[src/rtl/serial_alu_seq_if.sv]
// Request/response bundle between a client and the bit-serial ALU sequencer.
interface serial_alu_seq_if #(
  parameter int unsigned WIDTH = 8
);
  logic             start;
  logic [2:0]       func;
  logic [WIDTH-1:0] opa;
  logic [WIDTH-1:0] opb;
  logic             busy;
  logic             done;
  logic             err;
  logic [WIDTH-1:0] y;
  logic             carry;
  logic             ovf;
  logic             zero;

  modport master (
    output start, func, opa, opb,
    input  busy, done, err, y, carry, ovf, zero
  );

  modport slave (
    input  start, func, opa, opb,
    output busy, done, err, y, carry, ovf, zero
  );
endinterface

[src/rtl/serial_alu_seq.sv]
// Drives a 1-bit ALU slice LSB-first across a WIDTH-bit operation and
// assembles the result and flags, announced by a one-cycle done pulse.
module serial_alu_seq #(
  parameter int unsigned WIDTH = 8
) (
  input  logic              clk,
  input  logic              rst,
  serial_alu_seq_if.slave   bus,
  output logic              s_a,
  output logic              s_b,
  output logic              s_ainvert,
  output logic              s_binvert,
  output logic              s_carryin,
  output logic [1:0]        s_op,
  input  logic              s_result,
  input  logic              s_cout
);
  localparam int unsigned CW = $clog2(WIDTH);

  typedef enum logic [1:0] {ST_IDLE, ST_RUN, ST_DONE} state_t;

  state_t           r_state, w_next;
  logic [WIDTH-1:0] r_sa, r_sb, r_res, r_y;
  logic [CW-1:0]    r_cnt;
  logic             r_c, r_arith, r_ainv, r_binv;
  logic [1:0]       r_op;
  logic             r_carry, r_ovf, r_zero, r_err;
  logic             w_accept, w_reject, w_last;
  logic [WIDTH-1:0] w_res_next;
  logic             w_ainv, w_binv, w_cin, w_arith;
  logic [1:0]       w_op;

  always_comb begin
    w_op = 2'd0; w_ainv = 1'b0; w_binv = 1'b0; w_cin = 1'b0; w_arith = 1'b0;
    case (bus.func)
      3'd1: w_op = 2'd1;
      3'd2: begin w_op = 2'd2; w_arith = 1'b1; end
      3'd3: begin w_op = 2'd2; w_binv = 1'b1; w_cin = 1'b1; w_arith = 1'b1; end
      3'd4: begin w_ainv = 1'b1; w_binv = 1'b1; end
      3'd5: begin w_op = 2'd1; w_ainv = 1'b1; w_binv = 1'b1; end
      default: ;
    endcase
  end

  assign w_accept   = (r_state == ST_IDLE) && bus.start && (bus.func <= 3'd5);
  assign w_reject   = (r_state == ST_IDLE) && bus.start && (bus.func > 3'd5);
  assign w_last     = (r_cnt == CW'(WIDTH - 1));
  assign w_res_next = {s_result, r_res[WIDTH-1:1]};

  always_ff @(posedge clk or posedge rst) begin
    if (rst) r_state <= ST_IDLE;
    else     r_state <= w_next;
  end

  always_comb begin
    w_next = r_state;
    case (r_state)
      ST_IDLE: if (w_accept) w_next = ST_RUN;
      ST_RUN:  if (w_last)   w_next = ST_DONE;
      ST_DONE: w_next = ST_IDLE;
      default: w_next = ST_IDLE;
    endcase
  end

  always_ff @(posedge clk or posedge rst) begin
    if (rst) begin
      r_sa <= '0; r_sb <= '0; r_res <= '0; r_y <= '0; r_cnt <= '0;
      r_c <= 1'b0; r_arith <= 1'b0; r_ainv <= 1'b0; r_binv <= 1'b0; r_op <= 2'd0;
      r_carry <= 1'b0; r_ovf <= 1'b0; r_zero <= 1'b0; r_err <= 1'b0;
    end else begin
      r_err <= w_reject;
      if (w_accept) begin
        r_sa    <= bus.opa;
        r_sb    <= bus.opb;
        r_op    <= w_op;
        r_ainv  <= w_ainv;
        r_binv  <= w_binv;
        r_arith <= w_arith;
        r_c     <= w_cin;
        r_cnt   <= '0;
      end else if (r_state == ST_RUN) begin
        r_res <= w_res_next;
        r_sa  <= r_sa >> 1;
        r_sb  <= r_sb >> 1;
        r_cnt <= r_cnt + 1'b1;
        if (r_arith) r_c <= s_cout;
        // r_c still holds the carry into the MSB during the last bit
        if (w_last) begin
          r_y     <= w_res_next;
          r_carry <= r_arith & s_cout;
          r_ovf   <= r_arith & (r_c ^ s_cout);
          r_zero  <= (w_res_next == '0);
        end
      end
    end
  end

  always_comb begin
    s_a = 1'b0; s_b = 1'b0; s_ainvert = 1'b0; s_binvert = 1'b0;
    s_carryin = 1'b0; s_op = 2'd0;
    bus.busy = 1'b0; bus.done = 1'b0;
    case (r_state)
      ST_RUN: begin
        s_a       = r_sa[0];
        s_b       = r_sb[0];
        s_ainvert = r_ainv;
        s_binvert = r_binv;
        s_carryin = r_c;
        s_op      = r_op;
        bus.busy  = 1'b1;
      end
      ST_DONE: begin
        bus.busy = 1'b1;
        bus.done = 1'b1;
      end
      default: ;
    endcase
  end

  assign bus.err   = r_err;
  assign bus.y     = r_y;
  assign bus.carry = r_carry;
  assign bus.ovf   = r_ovf;
  assign bus.zero  = r_zero;
endmodule

[src/flat_wrapper.sv]
// flat-port wrapper written by rule: the top's interface ports become plain ports
module serial_alu_seq_flat 
#(
  parameter int unsigned WIDTH = 8
)
  (clk, rst, s_a, s_b, s_ainvert, s_binvert, s_carryin, s_op, s_result, s_cout, bus_start, bus_func, bus_opa, bus_opb, bus_busy, bus_done, bus_err, bus_y, bus_carry, bus_ovf, bus_zero);
  serial_alu_seq_if #(.WIDTH(WIDTH)) bus_i ();
  input  logic clk;
  input  logic rst;
  output logic s_a;
  output logic s_b;
  output logic s_ainvert;
  output logic s_binvert;
  output logic s_carryin;
  output logic [1:0] s_op;
  input  logic s_result;
  input  logic s_cout;
  input wire logic [$bits(bus_i.start)-1:0] bus_start;
  input wire logic [$bits(bus_i.func)-1:0] bus_func;
  input wire logic [$bits(bus_i.opa)-1:0] bus_opa;
  input wire logic [$bits(bus_i.opb)-1:0] bus_opb;
  output wire logic [$bits(bus_i.busy)-1:0] bus_busy;
  output wire logic [$bits(bus_i.done)-1:0] bus_done;
  output wire logic [$bits(bus_i.err)-1:0] bus_err;
  output wire logic [$bits(bus_i.y)-1:0] bus_y;
  output wire logic [$bits(bus_i.carry)-1:0] bus_carry;
  output wire logic [$bits(bus_i.ovf)-1:0] bus_ovf;
  output wire logic [$bits(bus_i.zero)-1:0] bus_zero;
  assign bus_i.start = bus_start;
  assign bus_i.func = bus_func;
  assign bus_i.opa = bus_opa;
  assign bus_i.opb = bus_opb;
  assign bus_busy = bus_i.busy;
  assign bus_done = bus_i.done;
  assign bus_err = bus_i.err;
  assign bus_y = bus_i.y;
  assign bus_carry = bus_i.carry;
  assign bus_ovf = bus_i.ovf;
  assign bus_zero = bus_i.zero;
  serial_alu_seq #(.WIDTH(WIDTH)) u_core (.clk(clk), .rst(rst), .bus(bus_i), .s_a(s_a), .s_b(s_b), .s_ainvert(s_ainvert), .s_binvert(s_binvert), .s_carryin(s_carryin), .s_op(s_op), .s_result(s_result), .s_cout(s_cout));
endmodule
[config.mk]
export PLATFORM = sky130hd
export DESIGN_NAME = serial_alu_seq_flat
export DESIGN_NICKNAME = d
export VERILOG_FILES = /design/src/rtl/serial_alu_seq_if.sv /design/src/rtl/serial_alu_seq.sv /design/src/flat_wrapper.sv
export SDC_FILE = /design/constraint.sdc
export NUM_CORES = 1
export LEC_CHECK = 0
export BUFFER_PORTS_ARGS = -buffer_cell sky130_fd_sc_hd__buf_2
export CORE_ASPECT_RATIO = 0.7
export CORE_MARGIN = 3
export CORE_UTILIZATION = 45
export CTS_CLUSTER_SIZE = 10
export DETAILED_ROUTE_END_ITERATION = 6
export PLACE_DENSITY_LB_ADDON = 0.12
export SYNTH_ARGS = -nofsm -noshare
export SYNTH_HDL_FRONTEND = slang
export SYNTH_SLANG_ARGS = --single-unit
[constraint.sdc]
create_clock -name clk -period 5 [get_ports clk]
set_input_delay 0.25 -clock clk [delete_from_list [all_inputs] [get_ports clk]]
set_output_delay 0.25 -clock clk [all_outputs]
set_load 0.02 [all_outputs]
==> flow_metrics.tcl, run 1 <==
set metrics [dict create \
    cts-hold-fix-buffers 0 \
    grt_max_degree 47 \
    combPwrFrac_pct 40.6 \
    dr.first_iter.drc_count 65 \
    slew-limit-headroom_pct 35.7 \
    synth.most_common_cell "dfrtp_1" \
    pwr-share-seq_pct 39.3 \
    setup_ws_ns 2.91 \
    p_sw_uw 608 \
    async_flop_share_pct 100 \
    drt_pass1_iterations 4 \
    num_vias 1477 \
    dp_hpwl_mm 3.02 \
    synth_common_cells "46 x dfrtp_1, 18 x mux2_2, 17 x a21oi_1" \
    p_clk_share_pct 20.1 \
    cts_setup_buffers 0 \
    area_growth_syn_to_layout_pct 17.7 \
    die_w_um 87.8 \
    rows 20 \
    p_int_mw 1.07 \
    synth_area_leaders "dfrtp_1 55%, mux2_2 9.6%, mux2i_1 7.6%, a21oi_1 4.0%, ha_1 3.6%" \
    cp.arrival_ns 1.84 \
    via_per_inst 5.31 \
    power_mw 1.68 \
    required_ns 4.75 \
    hold-worst-slack_ns 0.167 \
    overflow 0 \
    synthAdderAreaFrac_pct 3.56 \
    synth_top_cell_by_area "dfrtp_1" \
    die_h_um 63.3 \
    syn_area_um2 2110 \
    clkTransAtPathRegs_ns 0.09 \
    cts_root_buf "clkbuf_8" \
    fin_crit_ns 2.09 \
    dpl_cell_area_um2 2340 \
    syn_inst 179 \
    yosys_warnings 0 \
    antenna_found_initial 0 \
    power_leakage_nw 1.21 \
    synth_top_area_share_pct 54.6 \
    synth_compound_area_share_pct 7.83 \
    worstMarginPinSlew_ns 0.963 \
    routed_wl_mm 4.35 \
    status "finished, final reports clean" \
    cts_resized 0 \
    ioPinCount 45 \
    grt_pass1_wl_mm 7.82 \
    place_ws_ns 3.23 \
    die-area_um2 5560 \
    synth_cell_types 29 \
    drv_slew 0 \
    initial_core_util_pct 47.6 \
    rr_worst_depth 4 \
    avgSynthCellArea_um2 11.8 \
    fin_crit_sh_pct 41.8 \
    crit_fanout 37 \
    finClkSkew_ns 0.00653 \
    antenna_left 0 \
    final.setup.tns_ns 0 \
    hp-class "in -> async" \
    h-tree-depth 2 \
    cts_tree "done" \
    finalSetupViolCount 0 \
    path_class "reg -> out" \
    fmax_ghz 0.478 \
    peakVddDrop_uv 389 \
    maxCapViolCount 0 \
    antenna_cells 0 \
    ys.flop_type "dfrtp_1" \
    cts.sinks 46 \
    portBuffers 44 \
    cts_made_buffers 5 \
    ys_ff_latch 46 \
    powerDensity_nw_per_um2 675 \
    reg2reg_from "u_core.r_state[1]$_DFFE_PP0P_" \
    yosys.area_share.simple_pct 12.4 \
    grtUsageTotal_pct 17.9 \
    synth_edf_count 0 \
    clk_latency_ns 0.30 \
    grt_pass1_vias 1635 \
    ys_seq_area_share_pct 54.6 \
    fin_nets 252 \
    hold_viol 0 \
    gp_congestion 0.808 \
    routedWlPerCell_um 15.6 \
    start_kind "flop" \
    synth_mux_area_share_pct 17.2 \
    core_um2 4430 \
    rsz0062_at_grt "false" \
    drc 0 \
    crit_start "u_core.r_state[1]$_DFFE_PP0P_" \
    cts_buffer_depth 2 \
    synth_xor_area_share_pct 0.830 \
    end_kind "output pin" \
    switching_share_pct 36.2 \
    synth_fp_nets 209 \
    drive_above_1_share_pct 34.5 \
    fin_area_um2 2480 \
    synth_top_family_by_area "multiplexers" \
]
==> worst paths after layout <==
kind / to / slack (ns)
hold reg to reg: u_core.bus.ovf$_DFFE_PP0P_ / 0.49
setup reg to reg: u_core.r_sa[7]$_DFFE_PP0P_ / 3.22
max in group asynchronous: u_core.r_sb[0]$_DFFE_PP0P_ / 4.24
min in group clk: u_core.r_sb[7]$_DFFE_PP0P_ / 0.18
setup / recovery: s_b / 2.91
hold / removal: u_core.r_state[0]$_DFFE_PP0P_ / 0.17
==> layer usage <==
layer	track usage [%]	part of all wire, %
met5	0	0
met3	5.49	4.8
met2	27.2	44
met1	24.6	50
met4	5.17	0.94
==> critical path, cell delays in order, from the launching register on <==
cell	delay [ns]
dfrtp_1	0.41
inv_1	0.13
ha_1	0.18
buf_4	0.41
and2_1	0.20
buf_2	0.17
==> power by group through the flow <==
stage	Clock, mW	Sequential, mW	Combinational (mW)
2_1_floorplan	0	0.682	0.495
4_1_cts	0.342	0.660	0.693
3_5_place_dp	0	0.667	0.686
5_1_grt	0.363	0.684	0.756
3_3_place_gp	0	0.654	0.666
6_report	0.337	0.659	0.680
==> logic make-up after synthesis <==
| logic type | after synthesis |
|---|---|
| AND/OR/NAND/NOR | 52 |
| XOR/XNOR | 2 |
| flip-flops | 46 |
| multiplexers | 34 |
| buffers and inverters | 12 |
| adder cells (fa/ha/maj) | 6 |
| AO/OA/AOI/OAI | 27 |
==> registers in the layout, indices dropped and copies added (netlist names), 2 cells and up <==
register        flops
u_core.bus.y        8
u_core.r_cnt        3
u_core.r_op         2
u_core.r_res        7
u_core.r_sa         8
u_core.r_sb         8
u_core.r_state      2
==> through the flow <==
stage	cells	util (%)
2_1_floorplan	179	-
3_3_place_gp	270	52.9
3_5_place_dp	270	52.9
4_1_cts	278	56.1
5_1_grt	278	56.1
6_report	278	56.1
==> layout by cell type, fill, tap and decap left out, types with 2 or more instances in the layout <==
cell type,Yosys,final
nor3_1,14,14
dfrtp_1,46,46
nor2b_1,3,3
buf_2,4,44
mux2i_1,16,16
a21oi_1,17,17
nor4_1,2,2
o21ai_0,3,3
mux2_2,18,18
nand2_1,10,10
and2_1,8,8
nor2_1,11,11
clkbuf_8,0,6
inv_1,3,2
bufinv_16,0,2
ha_1,6,6
==> area by class of cell <==
class	count	area, um2
fill	371	1950
sequential	46	1150
multi-input combinational	121	882
timing repair buffer	45	228
clock buffer	6	82.6
tap	55	68.8
clock inverter	2	60.1
inverter	3	11.3
No activity file was read; power rests on OpenSTA's default activity.
==> run 2: changes to the inputs <==
==> constraint.sdc (replaced) <==
create_clock -name clk -period 1.7 [get_ports clk]
set_input_delay 0.085 -clock clk [delete_from_list [all_inputs] [get_ports clk]]
set_output_delay 0.085 -clock clk [all_outputs]
set_load 0.02 [all_outputs]
==> flow_metrics.tcl, run 2 (synthesis gave the netlist of run 1 again) <==
set metrics [dict create \
    drv_slew 0 \
    portBuffers 44 \
    cts_buffer_depth 2 \
    status "finished, final reports clean" \
    hold-worst-slack_ns 0.0123 \
    antenna_found_initial 0 \
    final_common_cell "dfrtp_1" \
    routedWlPerCell_um 15.8 \
    die_h_um 63.3 \
    mostFrequentLayoutCells "46 x dfrtp_1, 44 x buf_2, 18 x mux2_2" \
    fmax_ghz 0.617 \
    clkTransAtPathRegs_ns 0.09 \
    via_per_inst 5.15 \
    hp-start "bus_opb[7]" \
    dp_hpwl_mm 3.33 \
    grt_max_degree 32 \
    die-area_um2 5560 \
    rows 20 \
    finClkSkew_ns 0.0148 \
    clk_latency_ns 0.31 \
    reg2reg_from "u_core.r_cnt[0]$_DFFE_PP0P_" \
    finalSetupViolCount 0 \
    place_inst 277 \
    path_cells "inv_2 > ha_4 > buf_6 > and2_1 > buf_2" \
    critical_path_buf_inv_count 3 \
    final_util_pct 57.7 \
    h-tree-depth 2 \
    cts_made_buffers 5 \
    cp.arrival_ns 1.54 \
    area_growth_syn_to_layout_pct 21.1 \
    maxCapViolCount 0 \
    powerDensity_nw_per_um2 1890 \
    num_vias 1473 \
    start_kind "flop" \
    crit_family "buffers and inverters" \
    cts_tree "done" \
    fin_nets 260 \
    die_w_um 87.8 \
    rsz0062_at_grt "false" \
    fin_crit_ns 1.62 \
    power_leakage_nw 1.24 \
    peakVddDrop_uv 801 \
    core_um2 4430 \
    fin_crit_sh_pct 95.3 \
    power_mw 4.82 \
    grt_pass1_wl_mm 7.89 \
    cts_setup_buffers 0 \
    crit_start "u_core.r_state[1]$_DFFE_PP0P_" \
    drc 0 \
    cts_root_buf "clkbuf_8" \
    fin_area_um2 2550 \
    drt_pass1_iterations 4 \
    crit_fanout 15 \
    end_kind "output pin" \
    antenna_cells 0 \
    path_class "reg -> out" \
    slew-limit-headroom_pct 57.7 \
    setup_ws_ns 0.0799 \
    cpMaxStageDelayCell "dfrtp_1" \
    drive_above_1_share_pct 37.2 \
    grtUsageTotal_pct 18.4 \
    overflow 0 \
    hold_viol 0 \
    gp_congestion 0.747 \
    cts.sinks 46 \
    layout.cells.non_filler 286 \
    dpl_cell_area_um2 2420 \
    final.setup.tns_ns 0 \
    num-fill-cells 395 \
    critPathMaxStageDelay_ns 0.42 \
    ioPinCount 45 \
    required_ns 1.62 \
    place_ws_ns 0.0873 \
    initial_core_util_pct 47.6 \
    grt_pass1_vias 1604 \
    hp-class "in -> reg" \
    antenna_left 0 \
    routed_wl_mm 4.51 \
    dr.first_iter.drc_count 51 \
    worstMarginPinSlew_ns 0.634 \
]
==> run 2: repair_timing <==
item | in CTS | in global routing
pin swaps | 0 | 0
endpoints found under the hold margin | 29 | 0
endpoints found under the setup margin | 4 | 21
gates resized for setup | 5 | 4
hold buffers | 1 | 0
==> run 2: final timing paths <==
path | to | slack [ns] | depth (start not counted)
min in group asynchronous | u_core.r_binv$_DFFE_PP0P_ | 0.39 | 3
max in group asynchronous | u_core.r_sa[0]$_DFFE_PP0P_ | 0.71 | 4
hold / removal | u_core.r_sb[7]$_DFFE_PP0P_ | 0.01 | 2
setup reg to reg | u_core.bus.y[6]$_DFFE_PP0P_ | 0.15 | 5
setup / recovery | s_carryin | 0.08 | 5
hold reg to reg | u_core.bus.carry$_DFFE_PP0P_ | 0.49 | 2
==> run 2: cell type report <==
type | instances | area (um2) | area share [%]
Inverter | 3 | 11.3 | 0.441
Sequential cell | 46 | 1150 | 45.1
Timing Repair Buffer | 53 | 332 | 13.0
Clock inverter | 2 | 13.8 | 0.539
Multi-Input combinational cell | 121 | 905 | 35.4
Clock buffer | 6 | 72.6 | 2.84
Tap cell | 55 | 68.8 | 2.69
==> run 2: worst reg2reg max path, delay by kind of cell (launching register included) <==
family,cells,cell delay (ns)
mux,1,0.34
simple gates,1,0.13
buf+inv,1,0.14
fa+ha+maj,2,0.43
flops,1,0.41
==> run 2: report_power, final <==
| group | switching (mW) | internal [mW] | total (mW) |
|---|---|---|---|
| clock network | 0.390 | 0.291 | 0.681 |
| logic | 1.14 | 1.05 | 2.19 |
| registers | 0.341 | 1.61 | 1.95 |
| total | 1.87 | 2.95 | 4.82 |
==> run 2: routing by layer <==
metal	global-route usage (%)	routed length (um)	vias up
met2	28.0	2080	29
met1	25.0	2120	715
met5	0	0	-
li1	-	-	723
met4	4.79	51	0
met3	6.54	252	6
